## src/rtl/muldiv_ctrl.sv

```systemverilog
// EX-stage sequencer for the shared multiplier/divider and the HI/LO pair.
// Optional busy watchdog enabled by defining MULDIV_TIMEOUT_EN.
//
// state    | meaning
// ---------+-----------------------------------------------------------
// IDLE     | no operation in flight, MTHI/MTLO and new ops accepted
// MUL_BUSY | multiplier running, mul_en high, waiting for mul_done
// DIV_BUSY | divider running, div_en high, waiting for div_done
// DRAIN    | enables low for DRAIN_CYC cycles, stale done ignored
module muldiv_ctrl #(
  parameter int DRAIN_CYC = 1,
  parameter int TIMEOUT   = 64
) (
  input  logic        clk,
  input  logic        rst_n,
  input  logic        op_valid,
  input  logic [2:0]  op_code,
  input  logic [31:0] rs_val,
  input  logic [31:0] rt_val,
  input  logic        flush,
  output logic        stall,
  output logic [31:0] hi,
  output logic [31:0] lo,
  output logic        mul_en,
  output logic        mul_unsign,
  output logic [31:0] mul_a,
  output logic [31:0] mul_b,
  input  logic [63:0] mul_result,
  input  logic        mul_done,
  output logic        div_en,
  output logic        div_unsign,
  output logic [31:0] div_a,
  output logic [31:0] div_b,
  input  logic [31:0] div_quot,
  input  logic [31:0] div_rem,
  input  logic        div_done,
  output logic        err
);

  typedef enum logic [1:0] {IDLE, MUL_BUSY, DIV_BUSY, DRAIN} state_t;

  localparam logic [2:0] OP_MULT  = 3'd0;
  localparam logic [2:0] OP_MULTU = 3'd1;
  localparam logic [2:0] OP_DIV   = 3'd2;
  localparam logic [2:0] OP_DIVU  = 3'd3;
  localparam logic [2:0] OP_MTHI  = 3'd4;
  localparam logic [2:0] OP_MTLO  = 3'd5;

  if (DRAIN_CYC < 1 || DRAIN_CYC > 256 || TIMEOUT < 1 || TIMEOUT > 128) begin : g_bad_param
    $error("muldiv_ctrl: DRAIN_CYC must be 1..256 and TIMEOUT 1..128");
  end

  state_t     state, state_nxt;
  logic [7:0] drain_cnt;
  logic       is_mul_op, is_div_op, accept, busy, done, tmo, abort, commit;

  assign is_mul_op = (op_code == OP_MULT) || (op_code == OP_MULTU);
  assign is_div_op = (op_code == OP_DIV)  || (op_code == OP_DIVU);
  assign accept    = (state == IDLE) && op_valid && !flush;
  assign busy      = (state == MUL_BUSY) || (state == DIV_BUSY);
  assign done      = ((state == MUL_BUSY) && mul_done) || ((state == DIV_BUSY) && div_done);
  // A flush (or watchdog expiry) beats a done arriving in the same cycle.
  assign abort     = busy && (flush || tmo);
  assign commit    = busy && done && !abort;

  always_ff @(posedge clk or negedge rst_n) begin
    if (!rst_n) state <= IDLE;
    else        state <= state_nxt;
  end

  always_comb begin
    state_nxt = state;
    unique case (state)
      IDLE: begin
        if (accept && is_mul_op)      state_nxt = MUL_BUSY;
        else if (accept && is_div_op) state_nxt = (rt_val == 32'd0) ? DRAIN : DIV_BUSY;
      end
      MUL_BUSY, DIV_BUSY: begin
        if (abort || done) state_nxt = DRAIN;
      end
      DRAIN: begin
        if (drain_cnt == 8'd0) state_nxt = IDLE;
      end
      default: state_nxt = IDLE;
    endcase
  end

  always_comb begin
    mul_en = (state == MUL_BUSY);
    div_en = (state == DIV_BUSY);
    stall  = (accept && (is_mul_op || is_div_op)) || (busy && !done) || (state == DRAIN);
  end

  always_ff @(posedge clk or negedge rst_n) begin
    if (!rst_n) begin
      hi         <= '0;
      lo         <= '0;
      mul_unsign <= 1'b0;
      mul_a      <= '0;
      mul_b      <= '0;
      div_unsign <= 1'b0;
      div_a      <= '0;
      div_b      <= '0;
      drain_cnt  <= '0;
    end else begin
      if (accept) begin
        if (is_mul_op) begin
          mul_a      <= rs_val;
          mul_b      <= rt_val;
          mul_unsign <= (op_code == OP_MULTU);
        end else if (is_div_op && rt_val == 32'd0) begin
          hi <= rs_val;
          lo <= 32'hFFFF_FFFF;
        end else if (is_div_op) begin
          div_a      <= rs_val;
          div_b      <= rt_val;
          div_unsign <= (op_code == OP_DIVU);
        end else if (op_code == OP_MTHI) begin
          hi <= rs_val;
        end else if (op_code == OP_MTLO) begin
          lo <= rs_val;
        end
      end else if (commit) begin
        if (state == MUL_BUSY) begin
          {hi, lo} <= mul_result;
        end else begin
          hi <= div_rem;
          lo <= div_quot;
        end
      end
      if (state_nxt == DRAIN && state != DRAIN) drain_cnt <= 8'(DRAIN_CYC - 1);
      else if (state == DRAIN && drain_cnt != 8'd0) drain_cnt <= drain_cnt - 8'd1;
    end
  end

`ifdef MULDIV_TIMEOUT_EN
  logic [6:0] busy_cnt;

  // Loaded on acceptance; reaching zero in a busy cycle without done aborts.
  assign tmo = busy && !done && (busy_cnt == 7'd0);

  always_ff @(posedge clk or negedge rst_n) begin
    if (!rst_n) begin
      busy_cnt <= '0;
      err      <= 1'b0;
    end else begin
      if (accept) busy_cnt <= 7'(TIMEOUT - 1);
      else if (busy && busy_cnt != 7'd0) busy_cnt <= busy_cnt - 7'd1;
      if (tmo) err <= 1'b1;
    end
  end
`else
  assign tmo = 1'b0;
  assign err = 1'b0;
`endif

endmodule

```

## config.mk

```make
export PLATFORM = sky130hd
export DESIGN_NAME = muldiv_ctrl
export DESIGN_NICKNAME = d
export VERILOG_FILES = /design/src/rtl/muldiv_ctrl.sv
export SDC_FILE = /design/constraint.sdc
export NUM_CORES = 1
export LEC_CHECK = 0
export CAP_MARGIN = 5
export CORE_ASPECT_RATIO = 0.6
export CORE_MARGIN = 8
export CORE_UTILIZATION = 30
export DETAILED_ROUTE_END_ITERATION = 12
export SLEW_MARGIN = 20
export SYNTH_ARGS = -nofsm -noshare
export SYNTH_HDL_FRONTEND = slang
export SYNTH_SLANG_ARGS = --single-unit
export TNS_END_PERCENT = 5
```

## constraint.sdc

```tcl
create_clock -name clk -period 2.19 [get_ports clk]
set_clock_uncertainty 0.2 [all_clocks]
set_input_delay 0.438 -clock clk [delete_from_list [all_inputs] [get_ports clk]]
set_output_delay 0.438 -clock clk [all_outputs]
set_load 0.03 [all_outputs]
```

== Word-level counts from Yosys, hierarchy flattened ==
Index checks and enable logic that the tools add are counted.

* Add/subtract/negate cells: 1
* Equal/unequal tests: 15
* Muxes and demuxes: 23
* Bitwise logic cells: 2
* Reduce and logical (&&, ||, !) cells: 37

{| class="wikitable"
|+ Operator list
! cell !! count
|-
| two-way mux 32 bit || 15
|-
| logical NOT 32 bit || 1
|-
| two-way mux 8 bit || 2
|-
| logical AND 1 bit || 14
|-
| logical NOT 8 bit || 1
|-
| logical OR 1 bit || 8
|-
| two-way mux 2 bit || 4
|-
| AND reduction 4 bit || 2
|-
| nonzero test 8 bit || 1
|-
| subtractor 8 x 1 -> 8 bit, second input constant || 1
|-
| equality test 2 bit, second input constant || 3
|-
| equality test 3 x 2 -> 1 bit, second input constant || 2
|-
| equality test 3 bit, second input constant || 2
|-
| != test 3 x 1 -> 1 bit, second input constant || 2
|-
| case mux 2 bit (3 select lines) || 1
|-
| AND reduction 5 bit || 1
|-
| != test 2 bit, second input constant || 2
|-
| nonzero test 2 bit || 2
|-
| equality test 3 x 1 -> 1 bit, second input constant || 1
|-
| logical NOT 1 bit || 3
|-
| logical NOT 3 bit || 1
|-
| != test 3 x 2 -> 1 bit, second input constant || 1
|-
| != test 3 bit, second input constant || 1
|-
| equality test 2 x 1 -> 1 bit, second input constant || 1
|-
| other kinds (5) || 6
|}

* Bits in registers: 204
* Output and inout port bits: 198
* Logic and storage cells: 88

== Logic depth before layout (Yosys ltp) ==
Gate-level depths: netlist of the first run.

* Depth after elaboration: 10
* Depth in mapped cells: 9
* Depth with buffers taken out: 7

== Worst setup path before layout of the first run ==
Ideal clock, no wire load.

* Path type: reg2reg
* Start point: reg state[1]
* End point: reg hi[0]
* Arrival time: 2.232 ns
* Slack: -0.370 ns
* Stages on the path, launching flop included: 9
* Path buffers: 1
* Period minus slack after synthesis: 2.560 ns
* Cell sequence: dfrtp_1 > inv_1 > ha_1 > a22o_1 > nand2_1 > a2111oi_4 > nor2_2 > buf_6 > mux2_1

* Longest elaborated chain between the ends: 7

{| class="wikitable"
|+ Ends and longest elaborated chain
! element !! RTL line !! source
|-
| start: declaration || 53 || <nowiki>state_t state, state_nxt;</nowiki>
|-
| start signal: assignment || 68 || <nowiki>else state <= state_nxt;</nowiki>
|-
| equality test 2 x 1 -> 1 bit (*) || - ||
|-
| net mul_en || 24 || <nowiki>output logic mul_en,</nowiki>
|-
| logical AND 1 bit or logical OR 1 bit (tied branches) || 61, 60 ||
|-
| logical OR 1 bit or logical AND 1 bit (tied branches) || 61, 63 ||
|-
| logical AND 1 bit or logical NOT 1 bit (tied branches) || 64 || <nowiki>assign commit = busy && done && !abort;</nowiki>
|-
| logical AND 1 bit || 64 ||
|-
| nonzero test 2 bit (no source line) || - ||
|-
| AND reduction 4 bit (no source line) || - ||
|-
| end signal: assignment || 112 || <nowiki>hi <= rs_val;</nowiki>
|-
| end signal: assignment || 119 || <nowiki>hi <= rs_val;</nowiki>
|-
| end signal: assignment || 125 || <nowiki>{hi, lo} <= mul_result;</nowiki>
|-
| end: declaration || 22 || <nowiki>output logic [31:0] hi,</nowiki>
|}

The timed path passes the listed nets; every way through them passes the cells marked *. The select of a mux whose other input is x is not followed.
A chain may end at the register's enable or synchronous reset.

== Final worst setup path of the first run ==
* Start point: reg state[1]
* End point: out stall

* Longest elaborated chain between the ends: 7

{| class="wikitable"
|+ Ends and longest elaborated chain
! element !! RTL line !! source
|-
| equality test 2 x 1 -> 1 bit or equality test 2 bit (tied branches) || 60, 61 ||
|-
| logical AND 1 bit || 61 || <nowiki>assign done = ((state == MUL_BUSY) && mul_done) || ((state == DIV_BUSY) && div_done);</nowiki>
|-
| logical OR 1 bit || 61 ||
|-
| logical NOT 1 bit || 91 || <nowiki>stall = (accept && (is_mul_op || is_div_op)) || (busy && !done) || (state == DRAIN);</nowiki>
|-
| logical AND 1 bit || 91 ||
|-
| logical OR 1 bit || 91 ||
|-
| logical OR 1 bit (*) || 91 ||
|-
| end: declaration || 21 || <nowiki>output logic stall,</nowiki>
|}

Mark *: on every way between the ends. The rest lies on a longest branch, timed or not.

==> flow_metrics.tcl, run 1 <==
set metrics [dict create \
    status "complete, but fails checks" \
    violations "setup timing" \
    cts-root-buf "clkbuf_16" \
    drt_first_pass_iters 4 \
    finalWirelength_mm 36.7 \
    synth_edf_count 0 \
    grt_pass1_wl_mm 54.3 \
    fin_ws_ns -0.366 \
    hold_viol 0 \
    cpMaxStageDelayCell "dfrtp_2" \
    ys_warn_count 0 \
    hold_path_class "input pin to flip-flop" \
    clk_pin_slew_ns 0.06 \
    antenna_found_initial 0 \
    area_delta_synth_final_pct 70.1 \
    syn_area_um2 9270 \
    yosysSeqAreaShare_pct 55.1 \
    vdd_ir_drop_max_uv 880 \
    max_stage_delay_ns 0.43 \
    synth_top_area_share_pct 55.1 \
    critical_path.startpoint "state[1]$_DFF_PN0_" \
    cp_num_buf_inv 4 \
    crit-reg2reg-launch "state[1]$_DFF_PN0_" \
    placed_cells 1587 \
    path_cells "inv_4, ha_4, buf_6, and4bb_2, buf_6, nor2_4, o21ai_2, buf_6" \
    synthCells 728 \
    clock_sinks 204 \
    clock_latency_ns 0.51 \
    first_global_vias 8496 \
    h-tree-depth 1 \
    cts_tree "done" \
    avgViaCountPerCell 4.75 \
    track_usage_pct 18.7 \
    die_h_um 152 \
    numCtsBuffers 22 \
    drt-wirelength-per-cell_um 22.2 \
    period_minus_slack_ns 2.56 \
    min-delay-start "rt_val[2]" \
    via_count 7855 \
    yosysTopAreaCell "dfrtp_1" \
    setup.worst_path.start_class "flip-flop" \
    grt_overflow 0 \
    final_common_cell "dfrtp_1" \
    drc 0 \
    synth_nets 935 \
    fp.dieArea_um2 37000 \
    tns_ns -29.46 \
    die_x_um 243 \
    drive_gt1_share_pct 30.2 \
    final_cell_mix "dfrtp_1 (202), dlygate4sd2_1 (190), clkdlybuf4s50_1 (177)" \
    path_delay_family "flip-flops" \
    syn_avg_cell_area_um2 12.7 \
    pre_cts_ws_ns -1.12 \
    initialDrtViolationCount 351 \
    path_max_fanout 3 \
    p_per_area_nw_per_um2 1400 \
    start_util_pct 30.7 \
    period_share_pct 117 \
    rsz0062_at_grt "yes" \
    grt_max_degree 66 \
    ant_nets 0 \
    fin_cells 1655 \
    worstPathArrival_ns 1.92 \
    synth-seq-cells 204 \
    nNetsFinal 1437 \
    core_um2 30200 \
    final-max-slew-violation-count 0 \
    rows 49 \
    gp_congestion 0.779 \
    clockBufferDepth 3 \
    critPathMostFrequentCell "buf_6" \
    crit_path_end_kind "output port" \
    fmax_mhz 391 \
    critPathRequiredTime_ns 1.55 \
    synth_area_leaders "dfrtp_1 (55%), mux2_2 (16%), mux2i_1 (6.9%)" \
    path_class "flip-flop to output port" \
    io_buffers 397 \
    p_leak_uw 0.00744 \
    synth-main-ff-cell "dfrtp_1" \
    io_pins 399 \
    synth_cell_types 42 \
    async_flop_share_pct 100 \
    drv_cap 0 \
    dp_hpwl_mm 27.1 \
    finalSetupViolCount 205 \
]
final cells by class:
class / count / area [um2]
well taps: 408 / 510
repair buffers: 526 / 5120
inverters: 7 / 31.3
clock inverters: 6 / 37.5
multi-input cells: 469 / 4270
clock buffers: 34 / 677
flip-flops and latches: 204 / 5110
diodes: 1 / 2.50
fillers: 2730 / 14400
per-stage QoR:
step / hold WS [ns] / total power (uW) / utilization, % / instance area [um2]
2_1_floorplan: -0.0576 / 13200 / - / 9320
3_3_place_gp: 0.158 / 18900 / 48.3 / 14600
3_5_place_dp: 0.158 / 19000 / 48.3 / 14600
4_1_cts: 0.132 / 21900 / 51.2 / 15400
5_1_grt: 0.118 / 23200 / 52.2 / 15800
6_report: 0.130 / 22000 / 52.2 / 15800
sequential cells by signal (all words and copies together) (netlist names):
signal / count
div_a: 32
div_b: 32
div_unsign: 1
drain_cnt: 8
hi: 32
lo: 32
mul_a: 32
mul_b: 32
mul_unsign: 1
state: 2
logic make-up after synthesis:
kind of cell | after synthesis | synth area share (%)
AND/OR/NAND/NOR | 113 | 5.85
multiplexers | 227 | 26.7
adder cells (fa/ha/maj) | 6 | 0.810
flip-flops | 204 | 55.1
other | 1 | 0.0405
XOR/XNOR | 5 | 0.473
AO/OA/AOI/OAI | 116 | 8.25
buffers and inverters | 56 | 2.77
Yosys cell counts, types with 2 or more instances:
master	number
a21o_1	34
a21oi_1	36
a31oi_1	33
buf_1	4
buf_2	16
buf_6	3
clkbuf_1	25
dfrtp_1	204
ha_1	6
inv_1	7
mux2_1	30
mux2_2	133
mux2i_1	64
nand2_1	9
nand3_1	4
nand4_1	3
nor2_1	44
nor2b_1	2
nor3_1	32
nor4_1	9
o21ai_0	3
or2_1	2
or2_2	2
or3_1	2
xnor2_1	2
xor2_1	3
per-layer routing:
metal	GRT usage [%]	part of all wire [%]	vias to the layer above
li1	-	-	3660
met5	0	0	-
met1	23.9	43	3922
met4	3.13	1.5	0
met2	31.1	48	237
met3	5.95	7.5	36
report_power, final:
| group | switching (uW) | internal [uW] | total (uW) | leakage (uW) |
|---|---|---|---|---|
| Clock | 1560 | 2140 | 3690 | 0.000357 |
| Combinational | 6920 | 4820 | 11700 | 0.00464 |
| Sequential | 949 | 5660 | 6600 | 0.00244 |
| Total | 9420 | 12600 | 22000 | 0.00744 |
what timing repair did:
action	in CTS	in global routing
pin swaps	19	10
cloned	2	2
setup buffers	16	9
hold buffers	1	0
hold endpoints to repair	134	0
endpoints found under the setup margin	381	224
gates resized for setup	245	72
worst min-delay path: stages:
cell      delay, ns
clkbuf_2       0.13
buf_4          0.12
mux2_2         0.13
worst paths after layout:
path | end | slack [ns] | cells past startpoint
setup / recovery | stall | -0.37 | 8
hold / removal | mul_b[2]$_DFFE_PN0P_ | 0.13 | 3
setup reg to reg | drain_cnt[1]$_DFFE_PN0P_ | -0.27 | 10
hold reg to reg | hi[29]$_DFFE_PN0P_ | 0.28 | 1
max in group asynchronous | mul_b[29]$_DFFE_PN0P_ | 0.97 | 3
min in group asynchronous | mul_b[5]$_DFFE_PN0P_ | 0.21 | 2
Note: power is estimated with default switching activity, not from simulation.
==> inputs of run 2 (changes only) <==
--- a/config.mk
+++ b/config.mk
@@ -9,6 +9,7 @@
 export CORE_ASPECT_RATIO = 0.6
 export CORE_MARGIN = 8
 export CORE_UTILIZATION = 30
+export CTS_CLUSTER_SIZE = 12
 export DETAILED_ROUTE_END_ITERATION = 12
 export SLEW_MARGIN = 20
 export SYNTH_ARGS = -nofsm -noshare
==> constraint.sdc (replaced) <==
create_clock -name clk -period 3.3 [get_ports clk]
set_clock_uncertainty 0.2 [all_clocks]
set_input_delay 0.66 -clock clk [delete_from_list [all_inputs] [get_ports clk]]
set_output_delay 0.66 -clock clk [all_outputs]
set_load 0.03 [all_outputs]
==> flow_metrics.tcl, run 2 (synthesis gave the netlist of run 1 again) <==
set metrics [dict create \
    status "complete, no violations" \
    clockBufferDepth 3 \
    nNetsFinal 1355 \
    final-max-slew-violation-count 0 \
    placed_area_um2 14100 \
    fp.dieArea_um2 37000 \
    finalInstanceArea_um2 14800 \
    die_x_um 243 \
    initialDrtViolationCount 357 \
    rr_endpoint "hi[19]$_DFFE_PN0P_" \
    whs_endpoint "hi[3]$_DFFE_PN0P_" \
    swShare_pct 41.0 \
    reg2reg_slack_ns 0.53 \
    dp_hpwl_mm 25.9 \
    die_h_um 152 \
    clock_sinks 204 \
    tightest_slew_ns 0.727 \
    p_leak_uw 0.00622 \
    period_minus_slack_ns 3.18 \
    final_common_cell "clkdlybuf4s50_1" \
    finalWirelength_mm 33.5 \
    p_per_area_nw_per_um2 997 \
    first_global_vias 8049 \
    path_cells "clkdlybuf4s50_1, nor4_1, nand4_1, buf_4, a2111oi_4, nor2_4, buf_12, mux2_1" \
    seqPwrFrac_pct 29.9 \
    h-tree-depth 1 \
    drc 0 \
    ant_nets 0 \
    gp_congestion 0.765 \
    slew_headroom_pct 51.5 \
    start_util_pct 30.7 \
    tns_ns 0 \
    finalSetupViolCount 0 \
    switching_power_uw 6060 \
    min-delay-start "hi[3]$_DFFE_PN0P_" \
    setup.worst_path.start_class "input pin" \
    critPathRequiredTime_ns 3.48 \
    track_usage_pct 17.6 \
    grt_pass1_wl_mm 51.4 \
    drv_cap 0 \
    crit-reg2reg-launch "state[0]$_DFF_PN0_" \
    grt_overflow 0 \
    intPower_uw 8730 \
    io_buffers 397 \
    reg2reg_depth 8 \
    grt_max_degree 81 \
    drt-wirelength-per-cell_um 21.3 \
    multiInputGateArea_um2 3950 \
    combPwrFrac_pct 53.7 \
    drt_first_pass_iters 4 \
    rsz0062_at_grt "no" \
    fillers 2766 \
    n_antenna_cell 0 \
    hold_path_class "flip-flop to flip-flop" \
    power.share.clock_pct 16.4 \
    max_stage_delay_ns 0.61 \
    path_max_fanout 21 \
    clock_latency_ns 0.51 \
    fmax_mhz 315 \
    hold_viol 0 \
    final_cell_mix "clkdlybuf4s50_1 (394), dfrtp_1 (204), mux2_2 (133)" \
    crit_path_end_kind "flip-flop" \
    period_share_pct 96.2 \
    drive_gt1_share_pct 19.4 \
    via_count 7460 \
    rows 49 \
    cts-root-buf "clkbuf_16" \
    regArea_um2 5100 \
    avgViaCountPerCell 4.75 \
    numCtsBuffers 22 \
    cp_num_buf_inv 3 \
    cts_setup_buffers 0 \
    path_delay_family "simple AND/OR/NAND/NOR gates" \
    cts_tree "done" \
    finalPower_uw 14800 \
    area_delta_synth_final_pct 60.1 \
    cpMaxStageDelayCell "nor4_1" \
    io_pins 399 \
    hold-path-cell-count 1 \
    path_class "input pin to flip-flop" \
    core_um2 30200 \
    vdd_ir_drop_max_uv 655 \
    antenna_found_initial 0 \
    clk_pin_slew_ns 0.06 \
    worstPathArrival_ns 3.36 \
]
run 2: layer usage:
| layer | global-route usage, % | part of all wire [%] | vias to the layer above |
|---|---|---|---|
| met1 | 23.5 | 45 | 3703 |
| met2 | 28.0 | 46 | 229 |
| met3 | 5.92 | 7.7 | 32 |
| li1 | - | - | 3496 |
| met5 | 0 | 0 | - |
| met4 | 2.50 | 1.3 | 0 |
run 2: how the worst max path moves through the flow:
stage	slack (ns)	from	endpoint	cells after the start
after detailed placement	-0.32	rt_val[24]	hi[1]$_DFFE_PN0P_	8
after CTS	0.16	state[0]$_DFF_PN0_	stall	6
final	0.12	rt_val[24]	hi[19]$_DFFE_PN0P_	8
after global routing	0.07	state[0]$_DFF_PN0_	stall	6
after floorplan	0.70	state[0]$_DFF_PN0_	stall	4
after global placement	-0.35	rt_val[24]	hi[28]$_DFFE_PN0P_	7
run 2: timing repair:
item	4_1_cts	5_1_grt
endpoints found under the setup margin	1	0
hold buffers	1	0
hold endpoints to repair	52	0
gates resized for setup	1	0
run 2: stage by stage:
| step | util [%] | hold WS, ns | setup slack, ns | std cells |
|---|---|---|---|---|
| global route | 49.2 | 0.305 | 0.0660 | 1570 |
| CTS | 49.2 | 0.294 | 0.156 | 1570 |
| floorplan | - | 0.164 | 0.705 | 728 |
| finish | 49.2 | 0.288 | 0.124 | 1570 |
| global placement | 46.7 | 0.275 | -0.346 | 1530 |
| detailed placement | 46.8 | 0.281 | -0.322 | 1531 |
run 2: final cells by class:
cell class	instances	share of cell area, %
clock inverter	1	0.0337
multi-input combinational	468	26.6
timing repair buffer	445	30.6
sequential	204	34.4
tap	408	3.44
clock buffer	37	4.71
inverter	7	0.177
run 2: power groups by stage:
stage / sequential, uW / clock, uW / combinational [uW]
after floorplan: 6820 / 0 / 1890
after global placement: 4400 / 0 / 8000
after detailed placement: 4450 / 0 / 8020
after CTS: 4430 / 2520 / 8050
after global routing: 4590 / 2620 / 8330
final: 4410 / 2430 / 7940
